===== src/rtl/scroll_pkg.sv =====
// Shared defaults, index-range helper and repeat FSM state encoding for the
// scroll window control stage.
package scroll_pkg;

    localparam int TEXT_W_DEF      = 128;
    localparam int WIN_NIBBLES_DEF = 4;

    // Per-direction button repeat state.
    typedef enum logic [1:0] {
        RPT_IDLE   = 2'd0,
        RPT_DELAY  = 2'd1,
        RPT_REPEAT = 2'd2
    } rpt_state_e;

    // Largest leftmost-nibble index that still keeps the whole window inside the text.
    function automatic int calc_max_idx(input int text_w, input int win_nibbles);
        return text_w / 4 - win_nibbles;
    endfunction

endpackage


===== src/rtl/btn_debounce.sv =====
// Two-flop synchronizer followed by a stable-level debouncer. The debounced
// level flips only after the synchronized input has disagreed with it for
// DEBOUNCE_CYCLES consecutive cycles; any agreeing cycle restarts the count.
module btn_debounce #(
    parameter int DEBOUNCE_CYCLES = 1_000_000
) (
    input  logic clk,
    input  logic rst,
    input  logic btn_raw,
    output logic btn_db
);

    localparam int             CNT_W    = $clog2(DEBOUNCE_CYCLES + 1);
    localparam logic [CNT_W-1:0] CNT_LAST = CNT_W'(DEBOUNCE_CYCLES - 1);

    logic             sync1_q, sync1_d;
    logic             sync2_q, sync2_d;
    logic             db_q, db_d;
    logic [CNT_W-1:0] cnt_q, cnt_d;

    // Synchronizer shift and stable-run counter next-state.
    always_comb begin
        sync1_d = btn_raw;
        sync2_d = sync1_q;
        db_d    = db_q;
        cnt_d   = '0;
        if (sync2_q != db_q) begin
            if (cnt_q == CNT_LAST) begin
                db_d  = sync2_q;
                cnt_d = '0;
            end else begin
                cnt_d = cnt_q + CNT_W'(1);
            end
        end
    end

    // State registers, cleared asynchronously.
    always_ff @(posedge clk or posedge rst) begin
        if (rst) begin
            sync1_q <= 1'b0;
            sync2_q <= 1'b0;
            db_q    <= 1'b0;
            cnt_q   <= '0;
        end else begin
            sync1_q <= sync1_d;
            sync2_q <= sync2_d;
            db_q    <= db_d;
            cnt_q   <= cnt_d;
        end
    end

    assign btn_db = db_q;

endmodule


===== src/rtl/scroll_window_ctrl.sv =====
// Scroll window control: debounced left/right buttons drive single steps and
// hold-to-repeat auto-scroll of a saturating nibble index into a captured text
// word; the selected window is registered for the digit-scan driver.
// Handshake: text_load is a one-cycle strobe with no ready; a load always wins
// over home and step in the same cycle.
module scroll_window_ctrl
    import scroll_pkg::*;
#(
    parameter  int TEXT_W              = TEXT_W_DEF,
    parameter  int WIN_NIBBLES         = WIN_NIBBLES_DEF,
    parameter  int DEBOUNCE_CYCLES     = 1_000_000,
    parameter  int REPEAT_DELAY_CYCLES = 50_000_000,
    parameter  int REPEAT_RATE_CYCLES  = 10_000_000,
    localparam int MAX_IDX             = calc_max_idx(TEXT_W, WIN_NIBBLES),
    localparam int IDX_W               = $clog2(MAX_IDX + 1),
    localparam int WIN_W               = 4 * WIN_NIBBLES
) (
    input  logic              clk,
    input  logic              rst,
    input  logic              btn_l,
    input  logic              btn_r,
    input  logic [TEXT_W-1:0] text_in,
    input  logic              text_load,
    output logic [IDX_W-1:0]  window_idx,
    output logic [WIN_W-1:0]  window_out,
    output logic              at_left,
    output logic              at_right
);

    localparam int RPT_MAX = (REPEAT_DELAY_CYCLES > REPEAT_RATE_CYCLES) ?
                             REPEAT_DELAY_CYCLES : REPEAT_RATE_CYCLES;
    localparam int RPT_W   = $clog2(RPT_MAX + 1);
    localparam logic [RPT_W-1:0] DLY_LAST  = RPT_W'(REPEAT_DELAY_CYCLES - 1);
    localparam logic [RPT_W-1:0] RATE_LAST = RPT_W'(REPEAT_RATE_CYCLES - 1);
    localparam logic [IDX_W-1:0] IDX_MAX   = IDX_W'(MAX_IDX);

    // Index 0 is the left button, index 1 the right button.
    logic [1:0]       db;
    logic             both, home, suppress;
    logic [1:0]       step;
    rpt_state_e       state_q [2];
    rpt_state_e       state_d [2];
    logic [RPT_W-1:0] cnt_q   [2];
    logic [RPT_W-1:0] cnt_d   [2];
    logic             lock_q, lock_d;
    logic [IDX_W-1:0] idx_q, idx_d;
    logic [TEXT_W-1:0] text_q, text_d;
    logic [WIN_W-1:0] window_q, window_d;

    btn_debounce #(.DEBOUNCE_CYCLES(DEBOUNCE_CYCLES)) u_db_l (
        .clk(clk), .rst(rst), .btn_raw(btn_l), .btn_db(db[0])
    );
    btn_debounce #(.DEBOUNCE_CYCLES(DEBOUNCE_CYCLES)) u_db_r (
        .clk(clk), .rst(rst), .btn_raw(btn_r), .btn_db(db[1])
    );

    // Both-pressed lockout and the two repeat FSMs' next state and step pulses.
    always_comb begin
        both     = db[0] & db[1];
        home     = both & ~lock_q;
        suppress = both | lock_q;
        lock_d   = lock_q;
        if (both)
            lock_d = 1'b1;
        else if (db == 2'b00)
            lock_d = 1'b0;
        state_d = state_q;
        cnt_d   = cnt_q;
        step    = '0;
        for (int d = 0; d < 2; d++) begin
            if (!db[d] || suppress) begin
                state_d[d] = RPT_IDLE;
                cnt_d[d]   = '0;
            end else begin
                case (state_q[d])
                    RPT_IDLE: begin
                        step[d]    = 1'b1;
                        state_d[d] = RPT_DELAY;
                        cnt_d[d]   = '0;
                    end
                    RPT_DELAY: begin
                        if (cnt_q[d] == DLY_LAST) begin
                            step[d]    = 1'b1;
                            state_d[d] = RPT_REPEAT;
                            cnt_d[d]   = '0;
                        end else begin
                            cnt_d[d] = cnt_q[d] + RPT_W'(1);
                        end
                    end
                    RPT_REPEAT: begin
                        if (cnt_q[d] == RATE_LAST) begin
                            step[d]  = 1'b1;
                            cnt_d[d] = '0;
                        end else begin
                            cnt_d[d] = cnt_q[d] + RPT_W'(1);
                        end
                    end
                    default: begin
                        state_d[d] = RPT_IDLE;
                        cnt_d[d]   = '0;
                    end
                endcase
            end
        end
    end

    // Index update (load > home > step, saturating) and window selection.
    always_comb begin
        idx_d = idx_q;
        if (text_load || home)
            idx_d = '0;
        else if (step[1] && idx_q != IDX_MAX)
            idx_d = idx_q + IDX_W'(1);
        else if (step[0] && idx_q != '0)
            idx_d = idx_q - IDX_W'(1);
        text_d   = text_load ? text_in : text_q;
        window_d = WIN_W'(text_q >> (4 * (MAX_IDX - int'(idx_q))));
    end

    // All control and datapath registers, cleared asynchronously.
    always_ff @(posedge clk or posedge rst) begin
        if (rst) begin
            state_q[0] <= RPT_IDLE;
            state_q[1] <= RPT_IDLE;
            cnt_q[0]   <= '0;
            cnt_q[1]   <= '0;
            lock_q     <= 1'b0;
            idx_q      <= '0;
            text_q     <= '0;
            window_q   <= '0;
        end else begin
            state_q  <= state_d;
            cnt_q    <= cnt_d;
            lock_q   <= lock_d;
            idx_q    <= idx_d;
            text_q   <= text_d;
            window_q <= window_d;
        end
    end

    assign window_idx = idx_q;
    assign window_out = window_q;
    assign at_left    = (idx_q == '0);
    assign at_right   = (idx_q == IDX_MAX);

endmodule


===== config.mk =====
export PLATFORM = sky130hd
export DESIGN_NAME = scroll_window_ctrl
export DESIGN_NICKNAME = d
export VERILOG_FILES = /design/src/rtl/scroll_pkg.sv /design/src/rtl/btn_debounce.sv /design/src/rtl/scroll_window_ctrl.sv
export SDC_FILE = /design/constraint.sdc
export NUM_CORES = 1
export LEC_CHECK = 0
export CAP_MARGIN = 20
export CORE_AREA = 2 2 157 159
export DETAILED_ROUTE_END_ITERATION = 8
export DIE_AREA = 0 0 159 161
export PLACE_DENSITY = 0.9
export RECOVER_POWER = 100
export SLEW_MARGIN = 40
export SYNTH_ARGS = -nofsm -noshare
export SYNTH_HDL_FRONTEND = slang
export SYNTH_SLANG_ARGS = --single-unit

===== constraint.sdc =====
create_clock -name clk -period 17.15 [get_ports clk]
set_clock_uncertainty 0.2 [all_clocks]
set_input_delay 3.43 -clock clk [delete_from_list [all_inputs] [get_ports clk]]
set_output_delay 3.43 -clock clk [all_outputs]
set_load 0.005 [all_outputs]

Word-level counts from Yosys, hierarchy flattened

Cells that the tools add are included.

Bits in registers: 252
Latch bits: 0
Bits in writable memories: 0
ROM bits: 0
Input bits: 133
Memories: 0

Add/subtract/negate cells: 7
$mul: 0
Divide/modulo/power cells: 0
$lt $le $gt $ge: 0
Equal/unequal tests: 18
Shifts and indexed selects: 1
Muxes and demuxes: 31
Bitwise operators: 4
Reduce and logical (&&, ||, !) cells: 18

Operator list:

| cell                                                   | number |
|---|---|
| two-way mux 26 bit                                     | 6 |
| right shift 128 x 32 -> 16 bit                         | 1 |
| case mux 26 bit (2 select lines)                       | 2 |
| two-way mux 20 bit                                     | 4 |
| adder 26 x 1 -> 26 bit (second input constant)         | 2 |
| equality test 26 x 24 -> 1 bit (second input constant) | 2 |
| equality test 26 bit (second input constant)           | 2 |
| adder 20 x 1 -> 20 bit (second input constant)         | 2 |
| equality test 20 bit (second input constant)           | 2 |
| two-way mux 5 bit                                      | 3 |
| case mux 2 bit (3 select lines)                        | 2 |
| two-way mux 1 bit                                      | 8 |
| two-way mux 2 bit                                      | 4 |
| AND reduction 2 bit                                    | 4 |
| zero test 2 bit                                        | 3 |
| != test 3 bit (second input constant)                  | 2 |
| case mux 1 bit (3 select lines)                        | 2 |
| subtractor 5 x 5 -> 6 bit (first input constant)       | 1 |
| adder 5 x 1 -> 5 bit (second input constant)           | 1 |
| equality test 5 bit (second input constant)            | 1 |
| zero test 5 bit                                        | 1 |
| != test 5 bit (second input constant)                  | 1 |
| nonzero test 5 bit                                     | 1 |
| subtractor 5 x 1 -> 5 bit (second input constant)      | 1 |
| other kinds (12)                                       | 21 |

Longest topological paths before layout

Gate-level depths: netlist (run 1).

Depth in word-level cells: 8
Mapped depth: 17
Gate-level depth less buffers: 13

Cells and area by module

Synthesis (run 1) repeated with hierarchy kept, for this count alone.

Cell total of the unflattened synthesis: 1321
Area, all modules: 14906.8 µm²

By module, submodules not included:

| module             | instances | cells an instance | area each (µm²) | sequential area each (µm²) |
|---|---|---|---|---|
| scroll_window_ctrl | 1         | 1107              | 12669.7         | 5154.9 |
| btn_debounce       | 2         | 107               | 1118.6          | 575.6 |

Worst setup path before layout (run 1)

Ideal clock, no wire load.

Path type: register to output
Start point: register idx_q[0], in the netlist window_idx[0]
End point: output port at_left
Arrival time: 2.062 ns
Path slack: 11.458 ns
Stages on the path, launching flop included: 9
Cell sequence: dfrtp_1 buf_2 buf_4 inv_2 buf_2 buf_2 ha_1 inv_1 nor4_1

Cells in the longest elaborated chain, start to end: 1

Ends and longest elaborated chain:

| item                     | RTL line                  | source |
|---|---|---|
| start: declaration       | scroll_window_ctrl.sv:46  | `logic [IDX_W-1:0] idx_q, idx_d;` |
| start signal: assignment | scroll_window_ctrl.sv:135 | `idx_q <= idx_d;` |
| zero test 5 bit          | scroll_window_ctrl.sv:143 | `assign at_left = (idx_q == '0);` |
| end: declaration         | scroll_window_ctrl.sv:26  | `output logic at_left,` |

No other way between the ends.

==> impl_metrics.py, run 1 <==
metrics = {
    "status": {
        "outcome": "complete, but fails checks",
        "violations": "capacitance limit, slew limit",
    },
    "routing": {
        "ant_nets": 0,
        "via_per_inst": 6.331,
        "drtIter0Drc": 1181,
        "dr.pass1.iters": 5,
        "vias": 11175,
        "wire_per_inst_um": 21.24,
        "routed_wl_um": 37480,
        "drc": 0,
    },
    "floorplan": {
        "core.rowCount": 57,
        "core_mm2": 0.02396,
        "die_y_um": 161,
        "dieWidth_um": 159,
        "die_area_mm2": 0.02560,
        "pin_count": 156,
        "start_util_pct": 60.79,
    },
    "logic_synthesis": {
        "synth_flop_cell": "dfrtp_1",
        "synth.distinct_cells": 62,
        "yosysWarningCount": 0,
        "syn_inst": 1296,
        "synth_top_cell_by_area": "dfrtp_1",
        "synth-seq-cells": 252,
        "synth_area_mm2": 0.01457,
        "synth-edff-count": 0,
        "synth_area_leaders": "dfrtp_1 43%, mux2_2 11%, mux4_2 11%, mux2i_1 4.1%, nor2_1 4.0%",
        "synthArstFlopShare_pct": 100.0,
        "synth_nets": 1451,
        "synth_top_area_share_pct": 43.29,
        "yosysSeqAreaShare_pct": 43.29,
        "post_synth.cell_area_avg_um2": 11.24,
    },
    "clock_tree": {
        "cts_hold_buf": 0,
        "cts-htree-levels": 1,
        "cts_buffers": 26,
        "clk_latency_ns": 0.54,
        "clockRootBuffer": "clkbuf_16",
        "clkSinkCount": 252,
        "clk_path_buf_depth": 3,
        "cts_tree": "done",
        "ctsResizeCount": 0,
        "clk_pin_slew_worst_paths_ns": 0.06,
        "cts_setup_buffers": 0,
    },
    "sta": {
        "max_slew_margin_pct": -194.8,
        "drv_slew": 529,
        "tns_ns": 0,
        "worst_pin_slew_ns": 4.422,
        "fin_crit_sh_pct": 58.05,
        "finalSetupViolations": 0,
        "finalCriticalPeriod_ns": 9.955,
        "setup_slack_ns": 7.195,
        "max_freq_ghz": 0.1005,
        "rsz0062_at_grt": "false",
        "hold_viol_final": 0,
        "holdWs_ns": 0.1413,
    },
    "worst_setup_path": {
        "cp-end-kind": "async pin",
        "critPathKind": "primary input to async pin",
        "critPathBufInv": 3,
        "crit_family": "buffers and inverters",
        "rr_endpoint": "window_out[1]",
        "cp_max_fo": 99,
        "worst_r2r_startpoint": "window_idx[0]",
        "required_ns": 16.64,
        "crit_chain": "dlygate4sd3_1, clkinvlp_2, clkbuf_1",
        "arrival_ns": 9.44,
        "start_kind": "primary input",
        "reg2reg_slack_ns": 7.66,
        "critPathSlowestCell": "clkbuf_1",
        "max_stage_delay_ns": 3.02,
        "ff2ff_path_depth": 9,
    },
    "final_layout": {
        "fin_cells": 1765,
        "finish.net_count": 1574,
        "area_growth_pct": 17.99,
        "final_core_util_pct": 71.72,
        "layout-drive-gt1-share_pct": 19.39,
        "postLayoutCellArea_mm2": 0.01719,
    },
    "pwr": {
        "leakage_nw": 6.654,
        "power.total_mw": 1.431,
        "irDropWorstVdd_mv": 0.07612,
        "pwr_density_cell_mw_per_mm2": 83.24,
    },
    "grt": {
        "grt_pass1_vias": 11291,
        "grt_pass1_wl_um": 59740,
        "use_met3_pct": 6.857,
        "grt_util_met2_pct": 46.48,
        "grt_max_degree": 100,
        "antenna_found_initial": 3,
        "grt_usage_pct": 29.29,
        "grt_overflow": 0,
        "grt_use_met1_pct": 38.48,
        "top_usage_layer": "met2",
    },
    "place": {
        "hpwl_um": 26120,
        "place_ws_ns": 10.59,
        "port_buffers": 155,
        "dp.cells": 1714,
        "gp_congestion": 0.9363,
        "placed_area_mm2": 0.01635,
    },
    "min_path": {
        "holdPathStages": 0,
        "hold-path-endpoint": "u_db_l.sync2_q",
        "hp-start": "u_db_l.sync1_q",
        "hold_path_class": "flop to flop",
    },
    "run": {
        "drv_cap": 7,
    },
}
## cell families after synthesis
logic type	synth area share, %
muxes	26.08
DFF	43.29
xor gates and xnor gates	5.652
and+or+nand+nor	14.00
adders and majority gates	1.941
AOI/OAI and AO/OA	6.004
buffers and inverters	3.032
## state kept, by name, indices dropped and copies added, names as in the netlist
signal,count
u_db_l.btn_db,1
text_q,128
window_idx,5
u_db_r.cnt_q,20
u_db_r.sync1_q,1
window_out,16
u_db_r.btn_db,1
u_db_r.sync2_q,1
u_db_l.sync2_q,1
u_db_l.cnt_q,20
cnt_q,52
u_db_l.sync1_q,1
lock_q,1
state_q,4
## routing by layer
metal  wire length (µm)  vias up
li1                   -     4955
met1              14400     5441
met2              17470      642
met3               3624      137
met4               1991        0
met5                  0        -
## cell type report
type | count | area, µm²
tap | 324 | 405.4
antenna | 2 | 5.005
clock inverter | 17 | 209.0
timing repair buffer | 170 | 1648
multi-input combinational | 946 | 7836
clock buffer | 31 | 689.4
inverter | 23 | 87.58
fill | 1630 | 6777
sequential | 252 | 6306
## cell usage in the layout, fill, tap and decap left out, drive strengths merged, types with 8 or more instances in the layout
cell / instances
inv: 23
clkbuf: 39
ha: 21
nor4: 18
nor2b: 8
clkinv: 10
nor2: 157
clkdlybuf4s50: 128
dlygate4sd3: 26
xor2: 47
nand3: 67
nand2: 94
mux4: 69
a211oi: 16
and2: 10
buf: 8
mux2i: 60
o21ai: 17
dfrtp: 252
and3: 14
o211ai: 8
a21oi: 39
nor3: 20
xnor2: 47
nand4: 16
mux2: 146
## worst max-delay path by stage
stage / start / to / slack (ns) / cells after the start
global placement: window_idx[0] / at_left / 10.67 / 5
finish: rst / text_q[14] / 7.19 / 3
CTS: window_idx[0] / at_left / 9.99 / 5
detailed placement: window_idx[0] / at_left / 10.59 / 5
floorplan: rst / cnt_q[0] / 6.59 / 1
global route: rst / text_q[10] / 5.66 / 3
## power breakdown
group          total, mW  internal (mW)  switching [mW]
sequential         0.675          0.631          0.0446
combinational      0.166          0.100          0.0658
clock              0.589          0.349           0.240
total               1.43           1.08           0.350
## synth_stat cells, types with 15 or more instances
| library cell | count |
|---|---|
| a211oi_1 | 16 |
| a21oi_1 | 39 |
| buf_2 | 35 |
| clkbuf_1 | 29 |
| dfrtp_1 | 252 |
| ha_1 | 21 |
| inv_1 | 21 |
| mux2_2 | 145 |
| mux2i_1 | 60 |
| mux4_2 | 69 |
| nand2_1 | 94 |
| nand3_1 | 67 |
| nor2_1 | 157 |
| nor3_1 | 19 |
| nor4_1 | 15 |
| o21ai_0 | 17 |
| xnor2_1 | 47 |
| xor2_1 | 47 |
Power figures use the tool's default switching activity.
==> run 2, diff against run 1 <==
--- a/config.mk
+++ b/config.mk
@@ -6,10 +6,10 @@
 export NUM_CORES = 1
 export LEC_CHECK = 0
 export CAP_MARGIN = 20
-export CORE_AREA = 2 2 157 159
+export CORE_AREA = 2 2 171 173
 export DETAILED_ROUTE_END_ITERATION = 8
-export DIE_AREA = 0 0 159 161
-export PLACE_DENSITY = 0.9
+export DIE_AREA = 0 0 173 175
+export PLACE_DENSITY = 0.81
 export RECOVER_POWER = 100
 export SLEW_MARGIN = 40
 export SYNTH_ARGS = -nofsm -noshare
==> constraint.sdc (replaced) <==
create_clock -name clk -period 8.3 [get_ports clk]
set_clock_uncertainty 0.2 [all_clocks]
set_input_delay 1.66 -clock clk [delete_from_list [all_inputs] [get_ports clk]]
set_output_delay 1.66 -clock clk [all_outputs]
set_load 0.005 [all_outputs]
==> run 2 against run 1 <==
- the flow still finishes with violations (capacitance limit, slew limit)
- via count is 2.3% lower
- combinational power is 99% higher
- final area is 0.98% higher
- flip-flop and latch count stayed put
- setup slack worse by 5.2 ns
- largest power group unchanged
==> impl_metrics.py, run 2 (synthesis results as in run 1) <==
metrics = {
    "place": {
        "port_buffers": 155,
        "hpwl_um": 26300,
        "place_ws_ns": 3.288,
        "gp_congestion": 0.9343,
        "placed_area_mm2": 0.01644,
    },
    "clock_tree": {
        "cts_hold_buf": 0,
        "clk_path_buf_depth": 3,
        "ctsResizeCount": 0,
        "cts-htree-levels": 1,
        "clk_pin_slew_worst_paths_ns": 0.07,
        "cts_setup_buffers": 0,
        "clockRootBuffer": "clkbuf_16",
        "cts_tree": "done",
        "clkSinkCount": 252,
        "clk_latency_ns": 0.56,
        "cts_buffers": 27,
    },
    "final_layout": {
        "final_cell_mix": "252 x dfrtp_1, 157 x nor2_1, 143 x mux2_2",
        "layout-drive-gt1-share_pct": 19.86,
        "finish.net_count": 1579,
        "top_register": "text_q",
        "top_regs": "text_q: 128 flops, cnt_q: 52 flops",
        "final_common_cell": "dfrtp_1",
        "nFillCells": 2238,
        "postLayoutCellArea_mm2": 0.01736,
        "largest_register_ffs": 128,
        "area_growth_pct": 19.15,
    },
    "grt": {
        "grt_pass1_wl_um": 59770,
        "grt_usage_pct": 24.70,
        "grt_overflow": 0,
        "grt_max_degree": 129,
        "grt_pass1_vias": 10858,
        "antenna_found_initial": 4,
    },
    "pwr": {
        "leakage_nw": 6.703,
        "power.switching_uw": 743.0,
        "p_comb_share_pct": 11.0,
        "switching_share_pct": 24.85,
        "p_int_mw": 2.248,
        "irDropWorstVdd_mv": 0.1392,
        "pwr_density_cell_mw_per_mm2": 172.3,
        "power_frac_seq_pct": 46.8,
        "clkPwrFrac_pct": 42.1,
    },
    "routing": {
        "drtIter0Drc": 866,
        "routed_wl_um": 37150,
        "dr.pass1.iters": 5,
        "dr_wl_met3_um": 3334,
        "via_per_inst": 5.960,
        "wl_met1_um": 14910,
        "wire_per_inst_um": 20.28,
        "routed-wl-met2_um": 17650,
        "top_layer": "met5",
        "ant_nets": 0,
        "vias": 10919,
        "drc": 0,
    },
    "sta": {
        "max_freq_ghz": 0.1586,
        "worst_pin_slew_ns": 3.140,
        "tns_ns": 0,
        "hold_viol_final": 0,
        "rsz0062_at_grt": "false",
        "max_slew_margin_pct": -109.4,
        "setup_slack_ns": 1.996,
        "drv_slew": 234,
        "finalSetupViolations": 0,
        "holdWs_ns": 0.1653,
        "finalCriticalPeriod_ns": 6.304,
        "fin_crit_sh_pct": 75.95,
    },
    "floorplan": {
        "pin_count": 156,
        "die_area_mm2": 0.03028,
        "die_y_um": 175,
        "start_util_pct": 51.30,
        "core_mm2": 0.02839,
        "core.rowCount": 62,
        "dieWidth_um": 173,
    },
    "status": {
        "violations": "capacitance limit, slew limit",
        "outcome": "complete, but fails checks",
    },
    "run": {
        "drv_cap": 3,
    },
    "worst_setup_path": {
        "cp-end-kind": "output pin",
        "critPathKind": "flop to output pin",
        "start_kind": "flop",
        "arrival_ns": 4.44,
        "cp_max_fo": 36,
        "required_ns": 6.44,
    },
    "min_path": {
        "hold_path_class": "flop to flop",
    },
}
run 2: cell count changes in the layout (fill, tap and decap cells not counted), sizes merged, moves of 3 or more:
cell,previous run,this run
buf,8,12
clkbuf,39,43
clkdlybuf4s50,128,112
clkinv,10,7
dlygate4sd3,26,42
run 2: path summary, 6_finish.rpt:
kind | startpoint | to | slack (ns) | cells after the start
worst max-delay path | window_idx[0] | at_left | 2.00 | 5
worst min-delay path | u_db_l.sync1_q | u_db_l.sync2_q | 0.17 | 0
worst max register to register | window_idx[0] | window_out[1] | 2.36 | 9
worst min register to register | u_db_l.sync1_q | u_db_l.sync2_q | 0.17 | 0
max in group asynchronous | rst | text_q[11] | 2.44 | 4
min in group asynchronous | rst | u_db_r.cnt_q[14] | 1.45 | 2
run 2: through the flow:
stage,util (%),power [mW],std cells
after floorplan,-,1.581,1296
final,61.13,2.991,1832
after global routing,61.10,3.106,1829
after detailed placement,57.90,1.750,1776
after global placement,57.83,1.739,1774
after CTS,61.21,3.020,1826
run 2: critical path: stages, from the launching register on:
cell and delay (ns):
dfrtp_1 0.90, inv_1 1.20, ha_1 0.54, inv_1 0.12
nor4_1 0.41, dlygate4sd3_1 0.71
run 2: power by group through the flow:
stage | clock network, mW | registers, mW | logic (mW)
after floorplan | 0 | 1.37 | 0.210
after global placement | 0 | 1.41 | 0.327
after detailed placement | 0 | 1.42 | 0.334
after CTS | 1.29 | 1.39 | 0.338
after global routing | 1.34 | 1.41 | 0.360
final | 1.26 | 1.40 | 0.330
run 2: area by class of cell:
class                      count  area [µm²]  area share, %
multi-input combinational    946        7834          45.14
tap                          384       480.5          2.768
antenna                        3       7.507        0.04326
sequential                   252        6306          36.33
inverter                      23       87.58         0.5046
clock inverter                15       183.9          1.060
timing repair buffer         174        1700          9.797
clock buffer                  35       755.7          4.354
run 2: metal layers:
| metal | GRT usage [%] | vias up |
|---|---|---|
| met1 | 32.22 | 5414 |
| met3 | 7.071 | 79 |
| li1 | - | 4982 |
| met2 | 39.80 | 442 |
| met4 | 8.369 | 2 |
| met5 | 0 | - |
==> run 3, diff against run 2 <==
==> constraint.sdc (replaced) <==
create_clock -name clk -period 5.2 [get_ports clk]
set_clock_uncertainty 0.2 [all_clocks]
set_input_delay 1.04 -clock clk [delete_from_list [all_inputs] [get_ports clk]]
set_output_delay 1.04 -clock clk [all_outputs]
set_load 0.005 [all_outputs]
==> run 3 against run 2 <==
- the flow still finishes with violations (capacitance limit, slew limit)
- final cell count increased by 0.11%
- setup slack lost 1.2 ns
- sequential power increased by 59%
- wire length shrank 0.16%
- power up 60%
- register-to-register slack lost 1.6 ns
- first-iteration DRC count shrank 1.2%
- final area is 0.37% higher
- critical path depth is 8 higher
- non-clock buffer count increased by 3
- critical endpoint is now window_idx[4]
- largest cell class unchanged
- largest power group unchanged
==> impl_metrics.py, run 3 (synthesis results as in run 1) <==
metrics = {
    "place": {
        "place_ws_ns": 1.219,
        "gp_congestion": 0.9156,
        "port_buffers": 155,
        "placed_area_mm2": 0.01656,
        "dp.cells": 1782,
        "hpwl_um": 26690,
    },
    "final_layout": {
        "largest_register_ffs": 128,
        "top_register": "text_q",
        "area_growth_pct": 19.58,
        "finish.net_count": 1582,
        "layout-drive-gt1-share_pct": 20.17,
        "final_core_util_pct": 61.35,
        "postLayoutCellArea_mm2": 0.01742,
        "final_cell_mix": "252 x dfrtp_1, 157 x nor2_1, 143 x mux2_2",
        "final_common_cell": "dfrtp_1",
        "fin_cells": 1834,
        "top_regs": "text_q: 128 flops, cnt_q: 52 flops",
    },
    "clock_tree": {
        "clockRootBuffer": "clkbuf_16",
        "cts_setup_buffers": 0,
        "cts_tree": "done",
        "cts_buffers": 27,
        "clk_latency_ns": 0.56,
        "cts_hold_buf": 0,
        "clkSinkCount": 252,
        "ctsResizeCount": 0,
        "clk_path_buf_depth": 3,
        "cts-htree-levels": 1,
        "clk_pin_slew_worst_paths_ns": 0.06,
    },
    "floorplan": {
        "start_util_pct": 51.30,
        "die_y_um": 175,
        "die_area_mm2": 0.03028,
        "core.rowCount": 62,
        "core_mm2": 0.02839,
        "dieWidth_um": 173,
        "pin_count": 156,
    },
    "routing": {
        "wire_per_inst_um": 20.23,
        "dr.pass1.iters": 5,
        "drc": 0,
        "drtIter0Drc": 856,
        "via_per_inst": 5.966,
        "vias": 10941,
        "ant_nets": 0,
        "routed_wl_um": 37090,
    },
    "worst_setup_path": {
        "start_kind": "flop",
        "arrival_ns": 4.65,
        "cp_max_fo": 27,
        "cp-end-kind": "flop",
        "critPathKind": "flop to flop",
        "required_ns": 5.44,
    },
    "sta": {
        "max_freq_ghz": 0.2267,
        "drv_slew": 235,
        "max_slew_margin_pct": -151.7,
        "fin_crit_sh_pct": 84.85,
        "holdWs_ns": 0.1553,
        "finalCriticalPeriod_ns": 4.412,
        "hold_viol_final": 0,
        "finalSetupViolations": 0,
        "worst_pin_slew_ns": 3.776,
        "setup_slack_ns": 0.7880,
        "tns_ns": 0,
        "rsz0062_at_grt": "false",
    },
    "grt": {
        "grt_usage_pct": 24.67,
        "grt_use_met1_pct": 33.49,
        "grt_pass1_vias": 10960,
        "antenna_found_initial": 2,
        "top_usage_layer": "met2",
        "use_met3_pct": 4.983,
        "grt_overflow": 0,
        "grt_pass1_wl_um": 59860,
        "grt_max_degree": 88,
        "grt_util_met2_pct": 39.87,
    },
    "min_path": {
        "hold_path_class": "flop to flop",
    },
    "pwr": {
        "power.total_mw": 4.774,
        "pwr_density_cell_mw_per_mm2": 274.0,
        "irDropWorstVdd_mv": 0.2403,
        "leakage_nw": 6.721,
    },
    "status": {
        "outcome": "complete, but fails checks",
        "violations": "capacitance limit, slew limit",
    },
    "run": {
        "drv_cap": 3,
    },
}
==> run 3: changes by cell type in the layout (fill, tap and decap cells not counted), sizes merged, moves of 2 or more <==
cell	previous run	this run
clkdlybuf4s50	112	129
clkinv	7	4
dlygate4sd3	42	25
clkinvlp	4	6
buf	12	15
==> run 3: report_power, final <==
group / total, mW / leakage, nW / internal [mW] / switching, mW
clock: 2.00 / 0.447 / 1.19 / 0.819
combinational: 0.543 / 3.10 / 0.331 / 0.212
sequential: 2.23 / 3.18 / 2.08 / 0.146
total: 4.77 / 6.72 / 3.60 / 1.18
==> run 3: final timing paths <==
kind                           startpoint         endpoint  slack (ns)  cells after the start
min                        u_db_r.sync1_q   u_db_r.sync2_q        0.16                      0
min in group asynchronous             rst  u_db_r.cnt_q[3]        1.44                      3
max                         window_idx[0]    window_idx[4]        0.79                     13
min reg2reg                u_db_r.sync1_q   u_db_r.sync2_q        0.16                      0
max in group asynchronous             rst    window_out[4]        1.94                      4
max reg2reg                 window_idx[0]    window_idx[4]        0.79                     13
==> run 3: layer usage <==
metal	vias to the layer above	wire length, µm
met4	0	1259
met3	75	2837
met1	5425	15280
li1	4985	-
met5	-	0
met2	456	17710
==> run 3: layout make-up <==
class	instances	area, µm²
clock inverters	14	180.2
inverters	23	87.58
multi-input cells	946	7865
diodes	2	5.005
flip-flops and latches	252	6306
fillers	2250	10970
well taps	384	480.5
repair buffers	177	1735
clock buffers	36	759.5
==> run 3: worst max-delay path, cell delays in order (launching register included) <==
cell and delay [ns]:
dfrtp_1 1.01, inv_2 0.12, ha_4 0.25, inv_1 0.10
nor2_1 0.09, a2111oi_4 0.48, inv_2 0.18, fa_1 0.43
a21o_1 0.19, a21o_1 0.18, or4_1 0.43, a21oi_1 0.19
mux2i_1 0.12, mux2_1 0.32
